File: src/rtl/bus_frame_responder.sv
`default_nettype none
// bus_frame_responder -- byte-serial host frame to 32-bit memory access responder. Rev 1.0
module bus_frame_responder (
  input  logic        clk,
  input  logic        rst_n,
  input  logic        sync,
  input  logic [7:0]  bus_a,
  input  logic [7:0]  bus_d_in,
  output logic [7:0]  bus_d_out,
  output logic [7:0]  bus_d_oe,
  output logic [31:0] mem_addr,
  output logic [31:0] mem_wdata,
  output logic        mem_we,
  output logic        mem_re,
  input  logic [31:0] mem_rdata,
  output logic        busy,
  output logic [7:0]  frame_cnt
);

  typedef enum logic [3:0] {
    PH_IDLE = 4'd0,
    PH_B2   = 4'd2,
    PH_B3   = 4'd3,
    PH_B4   = 4'd4,
    PH_MEM  = 4'd5,
    PH_R0   = 4'd6,
    PH_R1   = 4'd7,
    PH_R2   = 4'd8,
    PH_R3   = 4'd9
  } phase_t;

  phase_t      phase_q;
  logic [31:0] addr_q;
  logic [31:0] wdata_q;
  logic [31:0] rbuf_q;
  logic        wr_q;
  logic [7:0]  cnt_q;

  // sync wins over every phase: it always restarts the frame at byte 1
  always_ff @(posedge clk or negedge rst_n) begin
    if (!rst_n) begin
      phase_q <= PH_IDLE;
      addr_q  <= 32'd0;
      wdata_q <= 32'd0;
      rbuf_q  <= 32'd0;
      wr_q    <= 1'b0;
      cnt_q   <= 8'd0;
    end else if (sync) begin
      addr_q[7:0]  <= bus_a;
      wdata_q[7:0] <= bus_d_in;
      phase_q      <= PH_B2;
    end else begin
      case (phase_q)
        PH_B2: begin
          addr_q[15:8]  <= bus_a;
          wdata_q[15:8] <= bus_d_in;
          phase_q       <= PH_B3;
        end
        PH_B3: begin
          addr_q[23:16]  <= bus_a;
          wdata_q[23:16] <= bus_d_in;
          phase_q        <= PH_B4;
        end
        PH_B4: begin
          addr_q[31:24]  <= bus_a;
          wdata_q[31:24] <= bus_d_in;
          phase_q        <= PH_MEM;
        end
        PH_MEM: begin
          rbuf_q  <= mem_rdata;
          wr_q    <= bus_a[0];
          phase_q <= PH_R0;
        end
        PH_R0: phase_q <= PH_R1;
        PH_R1: phase_q <= PH_R2;
        PH_R2: phase_q <= PH_R3;
        PH_R3: begin
          phase_q <= PH_IDLE;
          cnt_q   <= cnt_q + 8'd1;
        end
        default: phase_q <= PH_IDLE;
      endcase
    end
  end

  logic rd_drive;

  // Strobes and bus drive are pure decodes of the phase/flag registers
  always_comb begin
    rd_drive  = 1'b0;
    bus_d_out = 8'h00;
    if (!wr_q) begin
      case (phase_q)
        PH_R0: begin rd_drive = 1'b1; bus_d_out = rbuf_q[31:24]; end
        PH_R1: begin rd_drive = 1'b1; bus_d_out = rbuf_q[23:16]; end
        PH_R2: begin rd_drive = 1'b1; bus_d_out = rbuf_q[15:8];  end
        PH_R3: begin rd_drive = 1'b1; bus_d_out = rbuf_q[7:0];   end
        default: ;
      endcase
    end
  end

  assign bus_d_oe  = {8{rd_drive}};
  assign mem_re    = (phase_q == PH_MEM);
  assign mem_we    = (phase_q == PH_R0) && wr_q;
  assign mem_addr  = addr_q;
  assign mem_wdata = wdata_q;
  assign busy      = (phase_q != PH_IDLE);
  assign frame_cnt = cnt_q;

endmodule
`default_nettype wire

File: config.mk
export PLATFORM = sky130hd
export DESIGN_NAME = bus_frame_responder
export DESIGN_NICKNAME = d
export VERILOG_FILES = /design/src/rtl/bus_frame_responder.sv
export SDC_FILE = /design/constraint.sdc
export NUM_CORES = 1
export LEC_CHECK = 0
export BUFFER_PORTS_ARGS = -buffer_cell sky130_fd_sc_hd__buf_2
export CAP_MARGIN = 15
export CORE_MARGIN = 3
export CORE_UTILIZATION = 52
export DETAILED_ROUTE_END_ITERATION = 7
export HOLD_SLACK_MARGIN = 0.05
export PLACE_DENSITY = 0.91
export SLEW_MARGIN = 25
export SYNTH_ARGS = -nofsm -noshare
export SYNTH_HDL_FRONTEND = slang
export SYNTH_SLANG_ARGS = --single-unit
File: constraint.sdc
create_clock -name clk -period 2.5 [get_ports clk]
set_input_delay 0.5 -clock clk [delete_from_list [all_inputs] [get_ports clk]]
set_output_delay 0.5 -clock clk [all_outputs]
set_load 0.02 [all_outputs]
# ---- Yosys cells after proc, flatten, opt, wreduce, memory -nomap -nowiden
# Cells that the tools add are included.
dict set report totals {
  ramBits 0
  n_memories 0
  latchBits 0
  romBits 0
  inputBits 51
  word_cells 36
  register_bits 109
  out_inout_bits 91
}
dict set report classes {
  mux 6
  add_sub_neg 1
  reduce_logical 8
  multipliers 0
  n_shift 0
  div_mod_pow 0
  magnitude_cmp 0
  bitwise_logic 1
  n_eq_ne 8
}
# cell count
set op_table {}
lappend op_table {{case mux 8 bit (4 select lines)} 1}
lappend op_table {{case mux 4 bit (7 select lines)} 1}
lappend op_table {{equality test 4 x 3 -> 1 bit (second input constant)} 4}
lappend op_table {{AND reduction 2 bit} 5}
lappend op_table {{adder 8 x 1 -> 8 bit (second input constant)} 1}
lappend op_table {{equality test 4 x 2 -> 1 bit (second input constant)} 2}
lappend op_table {{equality test 4 bit (second input constant)} 2}
lappend op_table {{2-to-1 mux 8 bit} 1}
lappend op_table {{2-to-1 mux 4 bit} 1}
lappend op_table {{nonzero test 4 bit} 1}
lappend op_table {{OR reduction 4 bit} 1}
lappend op_table {{2-to-1 mux 1 bit} 2}
lappend op_table {{logical AND 1 bit} 1}
lappend op_table {{inverter 1 bit} 1}

# ---- Depth between registers and ports, before layout
# Gate-level depths: netlist of run 1.
dict set report depth {
  depth_word 4
  depth_mapped 7
  depth_no_buf 4
}

# ---- Worst setup path after synthesis of run 1
# OpenSTA, ideal clock, no wires.
dict set report synth_path {
  kind {register -> output}
  from {register phase_q[1]}
  to {output bus_d_out[0]}
  n_path_buf 2
  t_arrival_ps 1656
  path_slack_ps 344
  required_time_ps 2000
  path_stages_with_launch 6
  path_cell_list {dfrtp_1 buf_6 or3b_2 a21o_1 clkbuf_1 a21oi_1}
}
dict set report synth_via {
  elab_chain_cells 3
  word_cells_on_any_way 6
  classes_between {eq/ne (4); mux (2)}
}
# element line_no
set synth_lines {}
lappend synth_lines {{from (decl)} 32} ;# phase_t phase_q;
lappend synth_lines {{from (signal assigned)} 42} ;# phase_q <= PH_IDLE;
lappend synth_lines {{from (signal assigned)} 51} ;# phase_q <= PH_B2;
lappend synth_lines {{from (signal assigned)} 57} ;# phase_q <= PH_B3;
lappend synth_lines {{equality test 4 bit / equality test 4 x 3 -> 1 bit (equally long branches)} 93} ;# case (phase_q)
lappend synth_lines {{case mux 8 bit (4 select lines) *} 93}
lappend synth_lines {{2-to-1 mux 8 bit *} 92} ;# if (!wr_q) begin
lappend synth_lines {{to (decl)} 9} ;# output logic [7:0] bus_d_out,
# Mark *: on every way between the ends. The rest lies on a longest branch, timed or not.

# ---- Worst setup path after layout of run 1
dict set report layout_path {
  from {register phase_q[1]}
  to {output bus_d_out[4]}
}
# Same word-level chain as after synthesis.

==> impl_metrics.yaml, run 1 <==
route:
  firstDrtPassIters: 4
  avgRoutedWirePerCell_um: 18.9
  remaining_antenna_violation_count_after_routing: 0
  routed_wirelength_um: 10900
  viasPerCell: 5.48
  vias: 3147
  drt_iter0_markers: 147
  drc_errors: 0
finish:
  filler_cell_count: 646
  nNetsFinal: 513
  antenna_cells_inserted: 0
  drive_above_1_share_pct: 60.3
  layout.cells.most_common_list: "139 x sky130_fd_sc_hd__buf_2, 109 x sky130_fd_sc_hd__dfrtp_1, 58 x sky130_fd_sc_hd__mux2_2"
  post-route-cell-area_mm2: 0.00585
  mostFrequentLayoutCell: "sky130_fd_sc_hd__buf_2"
  syn_to_final_growth_pct: 20.1
  post-route-util_pct: 65.8
global_route:
  global_route.overflow_total: 0
  grt_antenna_before_repair: 0
  wire_length_of_the_first_global_routing_pass_um: 17000
  grt_start_max_net_pins: 55
  global_route_usage_sum_pct: 20.8
  via_count_of_the_first_global_routing_pass: 3305
pwr:
  power.internal_mw: 3.74
  leakage_nw: 2.96
  power.net_switching_mw: 2.11
  power-per-cell-area_mw_per_mm2: 1000
  sequentialPowerShare_pct: 46.1
  combinationalPowerShare_pct: 35.6
  power_frac_clock_pct: 18.3
  irDropWorstVdd_v: 0.000692
  switching_share_pct: 36.0
yosys:
  synth_ff_type: "sky130_fd_sc_hd__dfrtp_1"
  synth-seq-area-share_pct: 56.0
  synth_cell_types: 40
  netlist_instances: 328
  syn-mean-instance-area_um2: 14.9
  syn_nets: 380
  synthesis.yosys.warnings: 0
  async_s_r_ff_share_synth_pct: 100
  synth_enable_flop_cells: 0
  synth_area_mm2: 0.00487
  synth-seq-cells: 109
setup_path:
  worstSetupEndpointType: "output port"
  worst-path-max-fanout: 9
  critical_path_required_time_ns: 2.00
  setup.reg_to_reg.worst_slack_ns: 0.35
  crit-reg2reg-capture: "rbuf_q[7]"
  cp-start-kind: "flip-flop"
  critical_path_class: "reg2out"
  rr_startpoint: "phase_q[0]"
  data_arrival_time_of_the_worst_path_ns: 1.93
  r2r_cells: 5
clocking:
  numCtsBuffers: 9
  worstSkewPairLatency_ns: 0.37
  clockBufferDepth: 2
  cts-htree-levels: 3
  cts-root-buf: "sky130_fd_sc_hd__clkbuf_8"
  clock-sinks: 109
  tritoncts_clock_tree: "done"
  clk_transition_reported_paths_ns: 0.12
timing:
  finalHoldWorstSlack_ns: 0.147
  max-slew-margin-rel_pct: 54.3
  timing.final.setup_violations: 0
  clock.fmax_ghz: 0.411
  period_needed_ns: 2.43
  finalSetupTns_ns: 0
  timing.clock.skew_ns: 0.0162
  timing_hold_violations_final: 0
  final.period_utilization_pct: 97.3
  worst_tran_pin_value_ns: 0.686
  report.final.slew_viol_count: 0
placement:
  gp_congestion: 0.871
  placed_inst_area_mm2: 0.00559
  dpl.hpwl_um: 7810
  port_buffer_count: 141
floorplanning:
  die_height_um: 103
  io_pins: 142
  die_width_um: 103
  core_area_mm2: 0.00889
  rows: 34
  initial_core_util_pct: 54.8
  die_area_mm2: 0.0106
worst_hold_path:
  holdCritPathClass: "in2async"
flow_run:
  drv_cap: 0
outcome:
  outcome: "complete, no violations"
-- routing by layer --
metal	share of wire [%]	wire (um)	up-vias	GRT usage, %
met5	0	0	-	0
met4	1.9	210	0	8.07
met3	4.0	429	18	3.99
met2	51	5510	84	33.0
met1	43	4700	1607	28.4
li1	-	-	1438	-
-- cell type report --
cell class / count / area (um^2) / share of cell area (%)
sequential: 109 / 2730 / 46.6
multi-input combinational: 186 / 1950 / 33.4
timing repair buffer: 154 / 825 / 14.1
clock buffer: 10 / 138 / 2.35
tap: 108 / 135 / 2.31
clock inverter: 6 / 65.1 / 1.11
inverter: 1 / 3.75 / 0.0642
-- state kept, by name, indices dropped and copies added, names as in the netlist --
name	flops
wr_q	1
mem_wdata	32
mem_addr	32
rbuf_q	32
phase_q	4
frame_cnt	8
-- worst max-delay path, stage by stage (launching register included) --
cell,delay (ns)
sky130_fd_sc_hd__dfrtp_1,0.45
sky130_fd_sc_hd__or3b_2,0.53
sky130_fd_sc_hd__a21o_4,0.28
sky130_fd_sc_hd__a21oi_1,0.14
sky130_fd_sc_hd__buf_2,0.18
-- stage by stage --
step                      instances  worst slack (ns)  power (mW)
final                           574            0.0671        5.85
after detailed placement        556             0.411        4.80
after global routing            574           -0.0257        6.14
after floorplan                 328             0.344        4.07
after CTS                       572            0.0162        5.86
after global placement          556             0.478        4.70
-- worst max-delay path by stage --
stage | from | endpoint | slack (ns) | depth (start not counted)
final | phase_q[1] | bus_d_out[4] | 0.07 | 4
after global routing | phase_q[1] | bus_d_out[6] | -0.03 | 6
after detailed placement | phase_q[0] | rbuf_q[13] | 0.41 | 5
after floorplan | phase_q[1] | bus_d_out[0] | 0.34 | 5
after global placement | phase_q[0] | rbuf_q[10] | 0.48 | 5
after CTS | phase_q[1] | bus_d_oe[1] | 0.02 | 4
-- power groups by stage --
stage / Sequential [mW] / Combinational [mW] / Clock, mW
final: 2.69 / 2.08 / 1.07
after global routing: 2.76 / 2.22 / 1.16
after CTS: 2.68 / 2.10 / 1.09
after detailed placement: 2.70 / 2.10 / 0
after global placement: 2.67 / 2.03 / 0
after floorplan: 3.13 / 0.932 / 0
-- timing repair --
item,in CTS,in global routing
endpoints found under the hold margin,0,0
setup endpoints to repair,0,16
hold buffers,0,0
gates resized for setup,0,11
setup buffers,0,1
-- kinds of logic (layout without fill, tap and decap cells) --
family                     count (synthesis)  after routing  share of synthesized area [%]
xor gates and xnor gates                   8              8                           1.44
muxes                                     98             98                           25.7
adders and majority gates                  1              1                          0.257
buffers and inverters                     33            171                           4.62
AOI/OAI and AO/OA                         30             30                           3.80
and+or+nand+nor                           49             49                           8.14
DFF                                      109            109                           56.0
-- cells in the mapped netlist, drive strengths merged (2+ instances only) --
library cell	count	share of area, %
a21oi	9	0.92
a22oi	8	1.2
and2	2	0.26
and4b	8	1.6
buf	21	3.7
clkbuf	11	0.85
dfrtp	109	56
mux2	98	26
nand2	3	0.23
nand2b	3	0.69
nand4	3	0.39
nor2	2	0.15
nor2b	3	0.39
nor3	4	0.41
nor4	2	0.26
nor4bb	9	1.8
o21ai	8	0.82
o21bai	2	0.31
or4	2	0.39
xnor2	2	0.36
xor2	6	1.1
Power figures use the tool's default switching activity.
==> run 2: changes to the inputs <==
--- a/config.mk
+++ b/config.mk
@@ -14,3 +14,2 @@
 export PLACE_DENSITY = 0.91
-export SLEW_MARGIN = 25
 export SYNTH_ARGS = -nofsm -noshare
--- a/constraint.sdc
+++ b/constraint.sdc
@@ -3,2 +3,2 @@
 set_output_delay 0.5 -clock clk [all_outputs]
-set_load 0.02 [all_outputs]
+set_load 0.01 [all_outputs]
==> impl_metrics.yaml, run 2 (synthesis results as in run 1) <==
finish:
  mostFrequentLayoutCell: "sky130_fd_sc_hd__buf_2"
  post-route-cell-area_mm2: 0.00583
  antenna_cells_inserted: 0
  syn_to_final_growth_pct: 19.6
  layoutNonFillerInstCount: 572
  nNetsFinal: 511
  regArea_mm2: 0.00273
  drive_above_1_share_pct: 59.7
  layout.cells.most_common_list: "140 x sky130_fd_sc_hd__buf_2, 109 x sky130_fd_sc_hd__dfrtp_1, 58 x sky130_fd_sc_hd__mux2_2"
  multi_input_area_mm2: 0.00194
  filler_cell_count: 650
pwr:
  leakage_nw: 2.95
  post-layout-total-power_mw: 5.51
  irDropWorstVdd_v: 0.000522
  power-per-cell-area_mw_per_mm2: 946
worst_hold_path:
  holdCritPathClass: "in2async"
global_route:
  global_route.overflow_total: 0
  grt_antenna_before_repair: 0
  wire_length_of_the_first_global_routing_pass_um: 16400
  global_route_usage_sum_pct: 20.0
  grt_start_max_net_pins: 55
  via_count_of_the_first_global_routing_pass: 3160
timing:
  clock.fmax_ghz: 0.411
  max-slew-margin-rel_pct: 54.6
  period_needed_ns: 2.43
  setup_repair_after_global_routing_missed_its_margin: "true"
  timing_hold_violations_final: 0
  finalSetupTns_ns: 0
  worst_tran_pin_value_ns: 0.681
  timing.final.setup_violations: 0
  report.final.slew_viol_count: 0
  final.period_utilization_pct: 97.2
  timing.clock.skew_ns: 0.0146
placement:
  dpl.hpwl_um: 7650
  gp_congestion: 0.826
  dpl_cells: 556
  placed_inst_area_mm2: 0.00559
  port_buffer_count: 141
outcome:
  outcome: "complete, no violations"
route:
  avgRoutedWirePerCell_um: 18.7
  drc_errors: 0
  drt_iter0_markers: 116
  vias: 3099
  firstDrtPassIters: 4
  routed_wirelength_um: 10700
  remaining_antenna_violation_count_after_routing: 0
  viasPerCell: 5.42
clocking:
  tritoncts_clock_tree: "done"
  cts-root-buf: "sky130_fd_sc_hd__clkbuf_8"
  worstSkewPairLatency_ns: 0.37
  cts_hold_repair.buffers: 0
  clock-sinks: 109
  cts_post_setup_buffers_inserted: 0
  cts-htree-levels: 3
  post_cts.resized_instances: 0
  numCtsBuffers: 9
  clk_transition_reported_paths_ns: 0.11
  clockBufferDepth: 2
floorplanning:
  die_width_um: 103
  rows: 34
  die_area_mm2: 0.0106
  io_pins: 142
  die_height_um: 103
  initial_core_util_pct: 54.8
  core_area_mm2: 0.00889
setup_path:
  crit-reg2reg-capture: "rbuf_q[9]"
  cp-start-kind: "flip-flop"
  worstSetupEndpointType: "output port"
  rr_startpoint: "phase_q[0]"
  r2r_cells: 5
  critical_path_class: "reg2out"
  critical_path_required_time_ns: 2.00
  setup.reg_to_reg.worst_slack_ns: 0.33
  data_arrival_time_of_the_worst_path_ns: 1.93
  worst-path-max-fanout: 9
flow_run:
  drv_cap: 0
run 2: changes by cell type in the layout (fill, tap and decap cells not counted), moves of 2 or more:
cell                       delta
sky130_fd_sc_hd__nor4bb_1     +2
sky130_fd_sc_hd__buf_4        -2
sky130_fd_sc_hd__nor4bb_2     -2
sky130_fd_sc_hd__clkinv_4     -2
sky130_fd_sc_hd__clkinv_8     +2
run 2: power breakdown:
| part | internal (mW) | switching [mW] | leakage [nW] | total [mW] |
|---|---|---|---|---|
| logic | 0.971 | 0.772 | 1.50 | 1.74 |
| registers | 2.34 | 0.336 | 1.34 | 2.68 |
| clock network | 0.415 | 0.677 | 0.108 | 1.09 |
| total | 3.73 | 1.79 | 2.95 | 5.51 |
run 2: cell type report:
class / instances / area share (%)
Sequential cell: 109 / 46.8
Clock inverter: 7 / 1.61
Clock buffer: 9 / 2.13
Inverter: 1 / 0.0644
Timing Repair Buffer: 152 / 13.8
Tap cell: 108 / 2.32
Multi-Input combinational cell: 186 / 33.3
run 2: how the worst max path moves through the flow:
stage,from,endpoint,depth (start not counted)
2_1_floorplan,phase_q[1],bus_d_oe[0],6
3_3_place_gp,phase_q[0],rbuf_q[1],5
3_5_place_dp,phase_q[0],rbuf_q[9],5
4_1_cts,phase_q[3],bus_d_out[7],5
5_1_grt,phase_q[1],bus_d_out[7],6
6_report,phase_q[1],bus_d_out[7],4
run 2: metal layers:
metal,GRT usage [%],wire length (um)
met1,27.2,4600
met2,33.2,5540
met3,3.45,424
met4,5.98,137
met5,0,0
run 2: metrics by stage:
step / util (%) / setup WS, ns / hold slack [ns]
after floorplan: - / 0.394 / 0.204
after global placement: 62.9 / 0.467 / 0.451
after detailed placement: 62.9 / 0.418 / 0.460
after CTS: 65.3 / 0.0371 / 0.166
after global routing: 65.5 / -0.0129 / 0.190
final: 65.5 / 0.0691 / 0.159
run 2: worst max-delay path, cell delays in order, from the launching register on:
cell and delay (ns):
sky130_fd_sc_hd__dfrtp_1 0.39, sky130_fd_sc_hd__or3b_2 0.48, sky130_fd_sc_hd__a21o_1 0.32, sky130_fd_sc_hd__a21oi_1 0.21, sky130_fd_sc_hd__buf_2 0.16
